<file path="src/rtl/coin_pkg.sv">
// Shared coin/keypad definitions for the vending-machine coin entry front end.
// Holds coin values, display glyph codes, keypad codes and the balance helper.
package coin_pkg;

  typedef enum logic [1:0] {
    COIN_5   = 2'd0,
    COIN_10  = 2'd1,
    COIN_25  = 2'd2,
    COIN_100 = 2'd3
  } coin_e;

  localparam logic [9:0] COIN_SYM_BASE = 10'd20;
  localparam logic [9:0] PURCHASE_SYM  = 10'd19;

  localparam logic [3:0] KEY_COIN_FIRST = 4'd1;
  localparam logic [3:0] KEY_COIN_LAST  = 4'd4;
  localparam logic [3:0] KEY_A          = 4'd10;
  localparam logic [3:0] KEY_B          = 4'd11;
  localparam logic [3:0] KEY_C          = 4'd12;
  localparam logic [3:0] KEY_D          = 4'd13;

  function automatic logic [6:0] coin_value(input coin_e c);
    logic [6:0] v;
    case (c)
      COIN_5:   v = 7'd5;
      COIN_10:  v = 7'd10;
      COIN_25:  v = 7'd25;
      default:  v = 7'd100;
    endcase
    return v;
  endfunction

  function automatic logic [9:0] coin_glyph(input coin_e c);
    return COIN_SYM_BASE + {8'd0, c};
  endfunction

  // Adds a coin to the balance, clamping at the display limit.
  function automatic logic [10:0] sat_add(input logic [10:0] a, input logic [6:0] b,
                                          input logic [10:0] lim);
    logic [11:0] sum;
    sum = {1'b0, a} + {5'd0, b};
    return (sum > {1'b0, lim}) ? lim : sum[10:0];
  endfunction

endpackage

</file>
<file path="src/rtl/button_debounce.sv">
// Synchronises one raw push button and emits a single pulse per accepted press.
// A press is a 0 sample followed by STABLE_SAMPLES consecutive 1 samples.
module button_debounce #(
  parameter int STABLE_SAMPLES = 2
) (
  input  logic clk,
  input  logic rst_n,
  input  logic i_btn,
  input  logic i_sample_tick,
  input  logic i_pulse_tick,
  output logic o_press
);

  localparam int HW = STABLE_SAMPLES + 1;
  localparam logic [HW-1:0] PRESS_PATTERN = {1'b0, {STABLE_SAMPLES{1'b1}}};

  logic [1:0]    r_sync;
  logic [HW-1:0] r_hist;

  // NOTE: the history resets to all zeros, so a button still held when reset
  // releases is seen as a fresh press once it has been sampled stable.
  always_ff @(posedge clk or negedge rst_n) begin
    if (!rst_n) begin
      r_sync <= '0;
      r_hist <= '0;
    end else begin
      // NOTE: non-blocking keeps the two sync stages as two real flops.
      r_sync <= {r_sync[0], i_btn};
      if (i_sample_tick) begin
        r_hist <= {r_hist[HW-2:0], r_sync[1]};
      end
    end
  end

  // History only moves on the sample tick, so the pattern is stable at the
  // following pulse tick and the match fires exactly once per press.
  assign o_press = i_pulse_tick && (r_hist == PRESS_PATTERN);

endmodule

</file>
<file path="src/rtl/coin_entry_frontend.sv">
// Vending-machine front end: tick dividers, button debouncers and the
// coin-select / balance manager feeding the item and display logic.
module coin_entry_frontend
  import coin_pkg::*;
#(
  parameter int CLK_HZ      = 100_000_000,
  parameter int DEBOUNCE_HZ = 100,
  parameter int SEGMENT_HZ  = 1000,
  parameter int BAL_MAX     = 999
) (
  input  logic        clk,
  input  logic        rst_n,
  input  logic        btn_left,
  input  logic        btn_right,
  input  logic        btn_select,
  input  logic        money_mode,
  input  logic        purchase_mode,
  input  logic [3:0]  key_value,
  input  logic        key_press,
  input  logic [9:0]  stock_a,
  input  logic [9:0]  stock_b,
  input  logic [9:0]  stock_c,
  input  logic [9:0]  stock_d,
  input  logic [9:0]  price_a,
  input  logic [9:0]  price_b,
  input  logic [9:0]  price_c,
  input  logic [9:0]  price_d,
  output logic        segment_tick,
  output logic        cycle_pulse,
  output logic        side_dir,
  output logic        key_or_select,
  output logic [9:0]  coin_symbol,
  output logic [10:0] total_value,
  output logic        vend_pulse,
  output logic [1:0]  vend_item
);

  localparam int DEB_DIV = CLK_HZ / DEBOUNCE_HZ;
  localparam int SEG_DIV = CLK_HZ / SEGMENT_HZ;
  localparam int DEB_CW  = $clog2(DEB_DIV + 1);
  localparam int SEG_CW  = $clog2(SEG_DIV + 1);
  localparam logic [DEB_CW-1:0] DEB_LAST = DEB_CW'(DEB_DIV - 1);
  localparam logic [SEG_CW-1:0] SEG_LAST = SEG_CW'(SEG_DIV - 1);
  localparam logic [10:0]       BAL_LIM  = 11'(BAL_MAX);

  logic [DEB_CW-1:0] r_deb_cnt;
  logic [SEG_CW-1:0] r_seg_cnt;
  logic              r_delayed_tick;
  logic              w_debounce_tick;
  logic              w_delayed_tick;

  always_ff @(posedge clk or negedge rst_n) begin
    if (!rst_n) begin
      r_deb_cnt      <= '0;
      r_seg_cnt      <= '0;
      r_delayed_tick <= 1'b0;
    end else begin
      r_deb_cnt      <= (r_deb_cnt == DEB_LAST) ? '0 : r_deb_cnt + 1'b1;
      r_seg_cnt      <= (r_seg_cnt == SEG_LAST) ? '0 : r_seg_cnt + 1'b1;
      r_delayed_tick <= w_debounce_tick;
    end
  end

  assign w_debounce_tick = (r_deb_cnt == DEB_LAST);
  assign w_delayed_tick  = r_delayed_tick;
  assign segment_tick    = (r_seg_cnt == SEG_LAST);

  logic w_left_pulse;
  logic w_right_pulse;
  logic w_sel_pulse;

  button_debounce #(.STABLE_SAMPLES(2)) u_db_left (
    .clk(clk), .rst_n(rst_n), .i_btn(btn_left),
    .i_sample_tick(w_debounce_tick), .i_pulse_tick(w_delayed_tick), .o_press(w_left_pulse)
  );

  button_debounce #(.STABLE_SAMPLES(2)) u_db_right (
    .clk(clk), .rst_n(rst_n), .i_btn(btn_right),
    .i_sample_tick(w_debounce_tick), .i_pulse_tick(w_delayed_tick), .o_press(w_right_pulse)
  );

  button_debounce #(.STABLE_SAMPLES(2)) u_db_select (
    .clk(clk), .rst_n(rst_n), .i_btn(btn_select),
    .i_sample_tick(w_debounce_tick), .i_pulse_tick(w_delayed_tick), .o_press(w_sel_pulse)
  );

  assign cycle_pulse = w_left_pulse | w_right_pulse;

  // Keypad decode: keys 1..4 map to coins 0..3, keys A..D to items 0..3.
  logic       w_key_is_coin;
  logic       w_key_is_item;
  coin_e      w_key_coin;
  logic [1:0] w_key_item;
  logic [9:0] w_stock;
  logic [9:0] w_price;

  assign w_key_is_coin = (key_value >= KEY_COIN_FIRST) && (key_value <= KEY_COIN_LAST);
  assign w_key_is_item = (key_value >= KEY_A) && (key_value <= KEY_D);
  assign w_key_coin    = coin_e'(2'(key_value - KEY_COIN_FIRST));
  assign w_key_item    = 2'(key_value - KEY_A);

  always_comb begin
    w_stock = stock_a;
    w_price = price_a;
    case (w_key_item)
      2'd1:    begin w_stock = stock_b; w_price = price_b; end
      2'd2:    begin w_stock = stock_c; w_price = price_c; end
      2'd3:    begin w_stock = stock_d; w_price = price_d; end
      default: ;
    endcase
  end

  coin_e       r_coin;
  logic [10:0] r_total;
  logic        r_vend_pulse;
  logic [1:0]  r_vend_item;
  logic        r_side_dir;
  logic        r_key_or_select;

  coin_e       w_coin_next;
  logic [10:0] w_total_next;
  logic        w_vend_next;
  logic [1:0]  w_item_next;
  logic        w_side_next;
  logic        w_kos_next;
  logic [1:0]  w_idx_up;
  logic [1:0]  w_idx_dn;

  assign w_idx_up = r_coin + 2'd1;
  assign w_idx_dn = r_coin - 2'd1;

  always_ff @(posedge clk or negedge rst_n) begin
    if (!rst_n) begin
      r_coin          <= COIN_5;
      r_total         <= '0;
      r_vend_pulse    <= 1'b0;
      r_vend_item     <= '0;
      r_side_dir      <= 1'b0;
      r_key_or_select <= 1'b0;
    end else begin
      r_coin          <= w_coin_next;
      r_total         <= w_total_next;
      r_vend_pulse    <= w_vend_next;
      r_vend_item     <= w_item_next;
      r_side_dir      <= w_side_next;
      r_key_or_select <= w_kos_next;
    end
  end

  always_comb begin
    // NOTE: every output of this block gets a default first so no latch is inferred.
    w_coin_next  = r_coin;
    w_total_next = r_total;
    w_vend_next  = 1'b0;
    w_item_next  = r_vend_item;
    w_side_next  = r_side_dir;
    w_kos_next   = r_key_or_select;

    if (w_right_pulse)     w_side_next = 1'b1;
    else if (w_left_pulse) w_side_next = 1'b0;

    if (w_sel_pulse)    w_kos_next = 1'b1;
    else if (key_press) w_kos_next = 1'b0;

    if (money_mode) begin
      if (w_right_pulse)     w_coin_next = coin_e'(w_idx_up);
      else if (w_left_pulse) w_coin_next = coin_e'(w_idx_dn);

      // Select credits the coin shown before any same-cycle side change.
      if (w_sel_pulse)
        w_total_next = sat_add(r_total, coin_value(r_coin), BAL_LIM);
      else if (key_press && w_key_is_coin)
        w_total_next = sat_add(r_total, coin_value(w_key_coin), BAL_LIM);
    end else if (purchase_mode) begin
      if (w_sel_pulse) begin
        w_total_next = '0;
      end else if (key_press && w_key_is_item) begin
        if ((w_stock != '0) && (r_total >= {1'b0, w_price})) begin
          w_total_next = r_total - {1'b0, w_price};
          w_vend_next  = 1'b1;
          w_item_next  = w_key_item;
        end
      end
    end
  end

  assign side_dir      = r_side_dir;
  assign key_or_select = r_key_or_select;
  assign coin_symbol   = coin_glyph(r_coin);
  assign total_value   = r_total;
  assign vend_pulse    = r_vend_pulse;
  assign vend_item     = r_vend_item;

endmodule

</file>
<file path="config.mk">
export PLATFORM = sky130hd
export DESIGN_NAME = coin_entry_frontend
export DESIGN_NICKNAME = d
export VERILOG_FILES = /design/src/rtl/coin_pkg.sv /design/src/rtl/button_debounce.sv /design/src/rtl/coin_entry_frontend.sv
export SDC_FILE = /design/constraint.sdc
export NUM_CORES = 1
export LEC_CHECK = 0
export CORE_MARGIN = 5
export CORE_UTILIZATION = 46
export DETAILED_ROUTE_END_ITERATION = 7
export GPL_ROUTABILITY_DRIVEN = 0
export MAX_ROUTING_LAYER = met4
export PLACE_DENSITY = 0.77
export SYNTH_ARGS = -nofsm -noshare
export SYNTH_HDL_FRONTEND = slang
export SYNTH_SLANG_ARGS = --single-unit
export TNS_END_PERCENT = 30
</file>
<file path="constraint.sdc">
create_clock -name clk -period 2.65 [get_ports clk]
set_input_delay 0.53 -clock clk [delete_from_list [all_inputs] [get_ports clk]]
set_output_delay 0.53 -clock clk [all_outputs]
set_load 0.03 [all_outputs]
</file>
==> results of run 1 <==
power by group through the flow:
stage	Combinational (mW)	Sequential (mW)	Clock, mW
floorplan	1.97	1.51	0
global placement	3.54	1.40	0
detailed placement	3.65	1.41	0
CTS	4.35	1.42	1.29
global route	5.03	1.45	1.34
finish	4.80	1.43	1.28
Yosys cell counts, types with 3 or more instances:
| cell | number |
|---|---|
| nor2b_1 | 5 |
| a21oi_1 | 21 |
| o211ai_1 | 8 |
| a21o_1 | 7 |
| nand4b_1 | 4 |
| or4_1 | 3 |
| inv_1 | 31 |
| or3_1 | 6 |
| a211oi_1 | 5 |
| ha_1 | 29 |
| nor4_1 | 9 |
| o21ai_0 | 13 |
| xnor2_1 | 24 |
| nand2_1 | 37 |
| mux4_2 | 10 |
| o221ai_1 | 5 |
| o21a_1 | 7 |
| and3_1 | 6 |
| mux2_2 | 10 |
| xor2_1 | 23 |
| clkbuf_1 | 5 |
| o21ai_1 | 5 |
| fa_1 | 3 |
| a31oi_1 | 6 |
| nand3b_1 | 3 |
| dfrtp_1 | 71 |
| nand4_1 | 15 |
| nand3_1 | 26 |
| o2111ai_1 | 3 |
| buf_2 | 5 |
| nor2_1 | 53 |
| nand2b_1 | 9 |
| a311o_1 | 3 |
| nor3_1 | 12 |
| buf_4 | 10 |
layout make-up:
class                   instances  share of cell area
multi-input cells             430               0.458
repair buffers                228               0.255
inverters                      32              0.0147
well taps                     140              0.0211
clock buffers                  10              0.0287
flip-flops and latches         71               0.214
clock inverters                 6             0.00872
kinds of logic (layout without fill, tap and decap cells):
logic type,count (synthesis),after routing
muxes,22,22
DFF,71,71
AOI/OAI and AO/OA,112,113
xor gates and xnor gates,47,47
buffers and inverters,54,276
and+or+nand+nor,208,208
other,2,8
adders and majority gates,32,32
stage by stage:
| stage | worst slack [ns] | cells |
|---|---|---|
| after floorplan | -0.254 | 554 |
| after global placement | -0.893 | 875 |
| after detailed placement | -1.02 | 875 |
| after CTS | -0.117 | 911 |
| after global routing | -0.334 | 917 |
| final | -0.302 | 917 |
state kept, by name, summed over array words and instances (netlist names), 3 cells and up:
register and flops:
r_seg_cnt 17, total_value 11, r_deb_cnt 20, u_db_select.r_hist 3, u_db_right.r_hist 3, u_db_left.r_hist 3
final timing paths:
check                      cells past startpoint                  end  slack [ns]           startpoint
min                                            1        r_deb_cnt[10]        0.21                rst_n
max in group asynchronous                      2            r_coin[1]        1.79                rst_n
min in group clk                               0  u_db_left.r_sync[1]        0.35  u_db_left.r_sync[0]
min reg2reg                                    0  u_db_left.r_sync[1]        0.35  u_db_left.r_sync[0]
max                                           13       total_value[5]       -0.30         key_value[0]
max reg2reg                                   10       total_value[8]       -0.16       total_value[0]
layer usage:
metal,global-route usage,vias to the layer above,part of all wire
li1,-,2450,-
met1,0.297,2582,0.35
met2,0.476,311,0.50
met3,0.0569,114,0.090
met4,0.120,0,0.053
met5,-,-,0
worst max-delay path, delay by kind of cell:
family / cells / cell delay, ns
buf+inv: 4 / 0.47
mux: 1 / 0.54
simple gates: 1 / 0.12
compound gates: 6 / 1.32
fa+ha+maj: 1 / 0.21
repair_timing:
action | in CTS | in global routing
pin swaps | 50 | 33
resized for setup | 113 | 29
setup endpoints to repair | 14 | 14
gates cloned | 3 | 0
setup buffers | 18 | 6
hold endpoints to repair | 0 | 0
==> key figures, run 1 <==
Global routing
  • Largest net degree at the start of global routing: 47
  • Vias in the first global route: between 5000 and 6000
  • Tot GR Track Use: 0.272
  • Overflow after GRT: 0
  • First-pass GRT wire length: ~28 mm
  • Antenna violations before repair: 0

Synth
  • Synth Cell Area: a little over 5000 µm²
  • Synth Area in Adders: 0.0817
  • Syn avg cell area: between 9 and 10 µm²
  • Post-synthesis compound-gate area fraction: 0.163
  • Top_reg_cell synth: dfrtp_1
  • YS warnings: 0
  • Post-Synth XOR/XNOR Area: 0.0796
  • Synth area leaders: dfrtp_1 (34%), ha_1 (7.0%), mux4_2 (4.4%), xnor2_1 (4.1%), xor2_1 (3.9%)
  • Async S/R FF share, synth: 1.00
  • #FFs+latches synth: between 70 and 80
  • Largest area contributor in the netlist: dfrtp_1
  • Register area share after synthesis: 0.343
  • Post-synth EDFFs: 0
  • Top-area cell type share of the netlist area: 0.343
  • Largest family of logic cells by synthesized area: simple AND/OR/NAND/NOR gates
  • Mux cell area share after synthesis: 0.0723
  • Count of different cell masters after synthesis: 80
  • Simple-Gate Fraction of Synth Area: 0.211
  • Mapped Cells: approximately 550

Layout
  • Finished layout cell area: 8320 µm²
  • Register area: around 1800 µm²
  • Most frequent cells in the layout: buf_4 (103), clkdlybuf4s50_1 (83), dfrtp_1 (70)
  • Share of post-route cells with drive strength above 1: 0.340
  • Area of the multi-input gates: 3810 µm²
  • Diode count: 0
  • Area growth syn-to-layout: 60.8%
  • Fill cells: 681
  • Commonest non-fill, non-tap cell in the layout: buf_4
  • Nets@finish: 896
  • Final Core Density: 0.761

Place
  • Placed Area: 7200 µm²
  • Number of port buffers: around 110
  • Post-DP HPWL: about 12 mm

Clocking
  • H-tree levels: 3
  • Num CTS Buffers: 9
  • Root Driver: clkbuf_16
  • Clock Tree Buf Depth: 2
  • Hold_buf cts: 0
  • Worst-path clk slew: 0.06 ns
  • Worst skew pair latency: between 0.3 and 0.4 ns
  • CTS tree: yes
  • Clock sink count: 71

Drt
  • DRC: 0
  • Drt initial violations: 421
  • Drt total wl: 18.8 mm
  • Via count: between 5000 and 6000
  • DR pass1 iterations: 5
  • Detail Route Antenna Nets: 0
  • DR WL/cell: slightly above 20 µm
  • Vias per cell: 5.95

Power
  • Pwr Density: approximately 900 nW/µm²
  • Switching share of power: 0.422
  • Tot Pwr: between 7 and 8 mW
  • Cell internal pwr: around 4.3 mW
  • Max rail drop VDD: 0.607 mV
  • Combinational Power Share: 0.638
  • P_leak: 3.62 nW
  • Switch Pwr: about 3.2 mW
  • Clock share of power: 0.171
  • Share of power burned in registers: 0.191

Die
  • FP Rows: 38
  • Core Area: between 10000 and 15000 µm²
  • Die X-Extent: around 120 µm
  • Starting Density: 0.473
  • I/O pins: 120
  • Die Height: between 100 and 150 µm
  • Die area: 13500 µm²

Timing
  • RSZ-0062 raised after global routing: yes
  • Period utilization: 1.11
  • Fin. max-slew vios: 0
  • Hold_ws: between 0.2 and 0.25 ns
  • Final hold vios: 0
  • Endpoints failing setup: 13
  • Slew margin rel.: 0.485
  • Min Tclk post-route: a little under 3 ns
  • Tightest Pin Transition: ~0.77 ns
  • Final TNS setup: -1.86 ns
  • F_max: around 0.34 GHz
  • Worst path setup slack after routing: -0.302 ns
  • Clock Skew: between 0.01 and 0.015 ns

Worst setup path
  • CP max stage cell: mux4_2
  • Most used cell, CP: o21a_1
  • Slowest stage delay, CP: 0.54 ns
  • CP Launch Type: input port
  • Setup CP Type: input port to flop
  • Critical Path Sink Type: flop
  • Critical path data arrival time: 3.21 ns
  • Req. time, crit path: ~2.9 ns
  • Critical path peak fanout: 7
  • Critical-path cell list: buf_8 -> buf_12 -> mux4_2 -> inv_2 -> ha_4 -> nor2b_4 -> o31a_1 -> buf_4 -> o21a_1 -> o21a_1 -> o21ai_0 -> o211ai_1 -> a31oi_1

Outcome
  • Violations in the final reports: setup timing
  • Status: complete, but fails checks

Run
  • Max Cap Viol: 0

Min path
  • Hold WC Path Type: input port to asynchronous set/reset pin
No activity file was read; power rests on OpenSTA's default activity.
==> run 2: changes to the inputs <==
--- a/config.mk
+++ b/config.mk
@@ -10,8 +10,9 @@
 export DETAILED_ROUTE_END_ITERATION = 7
 export GPL_ROUTABILITY_DRIVEN = 0
 export MAX_ROUTING_LAYER = met4
-export PLACE_DENSITY = 0.77
+export PLACE_DENSITY = 0.78
 export SYNTH_ARGS = -nofsm -noshare
 export SYNTH_HDL_FRONTEND = slang
+export SYNTH_HIERARCHICAL = 1
 export SYNTH_SLANG_ARGS = --single-unit
 export TNS_END_PERCENT = 30
==> key figures, run 2 <==
Global routing
  • Largest net degree at the start of global routing: 72
  • Tot GR Track Use: 0.249
  • First-pass GRT wire length: around 26 mm
  • Vias in the first global route: around 5400
  • Antenna violations before repair: 0
  • Overflow after GRT: 0

Layout
  • Fill cells: approximately 730
  • Share of post-route cells with drive strength above 1: 0.317
  • Nets@finish: just under 900
  • Largest register by flop count: r_deb_cnt
  • Diode count: 0
  • Area growth syn-to-layout: 54.9%
  • Max FFs per register: 20
  • Area of the multi-input gates: about 3500 µm²
  • Commonest non-fill, non-tap cell in the layout: buf_4
  • Register area: around 1800 µm²
  • Most frequent cells in the layout: buf_4 (104), clkdlybuf4s50_1 (83), dfrtp_1 (69)

Drt
  • DR WL/cell: approximately 18 µm
  • Detail Route Antenna Nets: 0
  • DRC: 0
  • DR pass1 iterations: 5
  • Vias per cell: between 5 and 6
  • Via count: around 5200
  • Drt total wl: ~17 mm
  • Drt initial violations: 364

Synth
  • YS warnings: 6
  • Synth area leaders: dfrtp_1 (35%), ha_1 (7.2%), mux4_2 (4.5%), nor2_1 (4.4%), xnor2_1 (4.2%)
  • Most frequent cells after synthesis: dfrtp_1 (71), nor2_1 (59), inv_1 (34), nand2_1 (32), ha_1 (29)
  • Register area share after synthesis: 0.351
  • Top_reg_cell synth: dfrtp_1
  • Mapped Cells: about 540
  • Post-synth EDFFs: 0
  • Syn avg cell area: between 9 and 10 µm²
  • Largest area contributor in the netlist: dfrtp_1
  • #FFs+latches synth: a little over 70
  • Count of different cell masters after synthesis: 71
  • Async S/R FF share, synth: 1.00
  • Count leader, synth: dfrtp_1
  • Top-area cell type share of the netlist area: 0.351
  • Synth Cell Area: ~5100 µm²

Timing
  • Tightest Pin Transition: 0.703 ns
  • RSZ-0062 raised after global routing: yes
  • F_max: ~0.33 GHz
  • Final hold vios: 0
  • Endpoints failing setup: 14
  • Period utilization: 1.13
  • Fin. max-slew vios: 0
  • Slew margin rel.: 0.531
  • Clock Skew: between 0.015 and 0.02 ns
  • Final TNS setup: -3.44 ns
  • Min Tclk post-route: 2.99 ns
  • Hold_ws: roughly 0.19 ns
  • Worst path setup slack after routing: -0.340 ns

Worst setup path
  • Critical-path cell list: buf_12 -> mux4_2 -> inv_2 -> ha_4 -> nor2b_4 -> o31a_1 -> o21ai_2 -> a21boi_2 -> or4_4 -> a31o_4 -> a21boi_2 -> a2bb2oi_1
  • Slowest stage delay, CP: around 0.54 ns
  • Most used cell, CP: a21boi_2
  • R2r setup slk: -0.21 ns
  • Setup CP Type: input port to flop
  • CP Launch Type: input port
  • Critical path data arrival time: approximately 3.2 ns
  • Critical Path Sink Type: flop
  • CP max stage cell: or4_4
  • Req. time, crit path: 2.89 ns
  • Critical path peak fanout: 6

Clocking
  • H-tree levels: 3
  • Clock sink count: 71
  • Worst-path clk slew: 0.08 ns
  • Root Driver: clkbuf_8
  • Clock Tree Buf Depth: 2
  • Num CTS Buffers: 9
  • CTS tree: yes
  • Worst skew pair latency: approximately 0.36 ns

Die
  • Starting Density: 0.469
  • FP Rows: 38
  • Die Height: 115 µm
  • Die X-Extent: around 110 µm
  • Core Area: roughly 11000 µm²
  • I/O pins: 120
  • Die area: about 13000 µm²

Power
  • Pwr Density: 928 nW/µm²
  • P_leak: about 3.6 nW
  • Max rail drop VDD: approximately 0.72 mV
  • Tot Pwr: roughly 7.3 mW

Place
  • Post-place setup slack: -1.34 ns
  • Post-DP HPWL: 11.5 mm
  • Number of port buffers: 111

Outcome
  • Status: complete, but fails checks
  • Violations in the final reports: setup timing

Min path
  • Hold WC Path Type: input port to asynchronous set/reset pin

Run
  • Max Cap Viol: 0
run 2: kinds of logic after synthesis:
kind of cell	after synthesis	share of synthesized area
fa+ha+maj	32	0.0836
simple gates	194	0.196
compound gates	120	0.170
buf+inv	58	0.0510
other cells	2	0.00148
mux	20	0.0668
flops	71	0.351
xor+xnor	46	0.0797
run 2: report_power, final:
group	internal (mW)	total, mW	switching (mW)
sequential	1.18	1.36	0.172
combinational	2.45	4.85	2.40
clock	0.632	1.07	0.433
total	4.27	7.27	3.00
run 2: final timing paths:
| path | start | end | depth (start not counted) |
|---|---|---|---|
| setup / recovery | key_value[0] | total_value[8] | 12 |
| hold / removal | rst_n | total_value[6] | 2 |
| setup reg to reg | r_coin[1] | total_value[3] | 12 |
| hold reg to reg | u_db_left/r_sync[0] | u_db_left/r_sync[1] | 0 |
| max in group asynchronous | rst_n | r_coin[1] | 2 |
| min in group clk | u_db_left/r_sync[0] | u_db_left/r_sync[1] | 0 |
run 2: repair_timing:
action	in CTS	in global routing
resized for setup	76	67
hold buffers	0	0
pin swaps	19	29
endpoints found under the hold margin	0	0
cloned	2	0
setup endpoints to repair	14	14
setup buffers	6	10
run 2: per-layer routing:
layer,global-route usage,share of wire
met1,0.277,0.38
met3,0.0489,0.063
met4,0.114,0.050
met2,0.429,0.51
met5,-,0
run 2: cell type report:
class,instances,area share
Inverter,34,0.0163
Tap cell,140,0.0224
Clock inverter,6,0.0149
Timing Repair Buffer,224,0.254
Clock buffer,10,0.0163
Sequential cell,71,0.227
Multi-Input combinational cell,422,0.449
run 2: critical path, delay by kind of cell:
kind,cells,cell delay (ns)
buffers and inverters,2,0.19
multiplexers,1,0.53
adder cells (fa/ha/maj),1,0.21
AND/OR/NAND/NOR,2,0.66
AO/OA/AOI/OAI,6,1.09
run 2: stage by stage:
step | util | instances | cell area (µm²)
4_1_cts | 0.692 | 897 | 7470
2_1_floorplan | - | 549 | 5140
3_5_place_dp | 0.648 | 873 | 6990
5_1_grt | 0.726 | 907 | 7830
6_report | 0.726 | 907 | 7830
3_3_place_gp | 0.648 | 873 | 6990
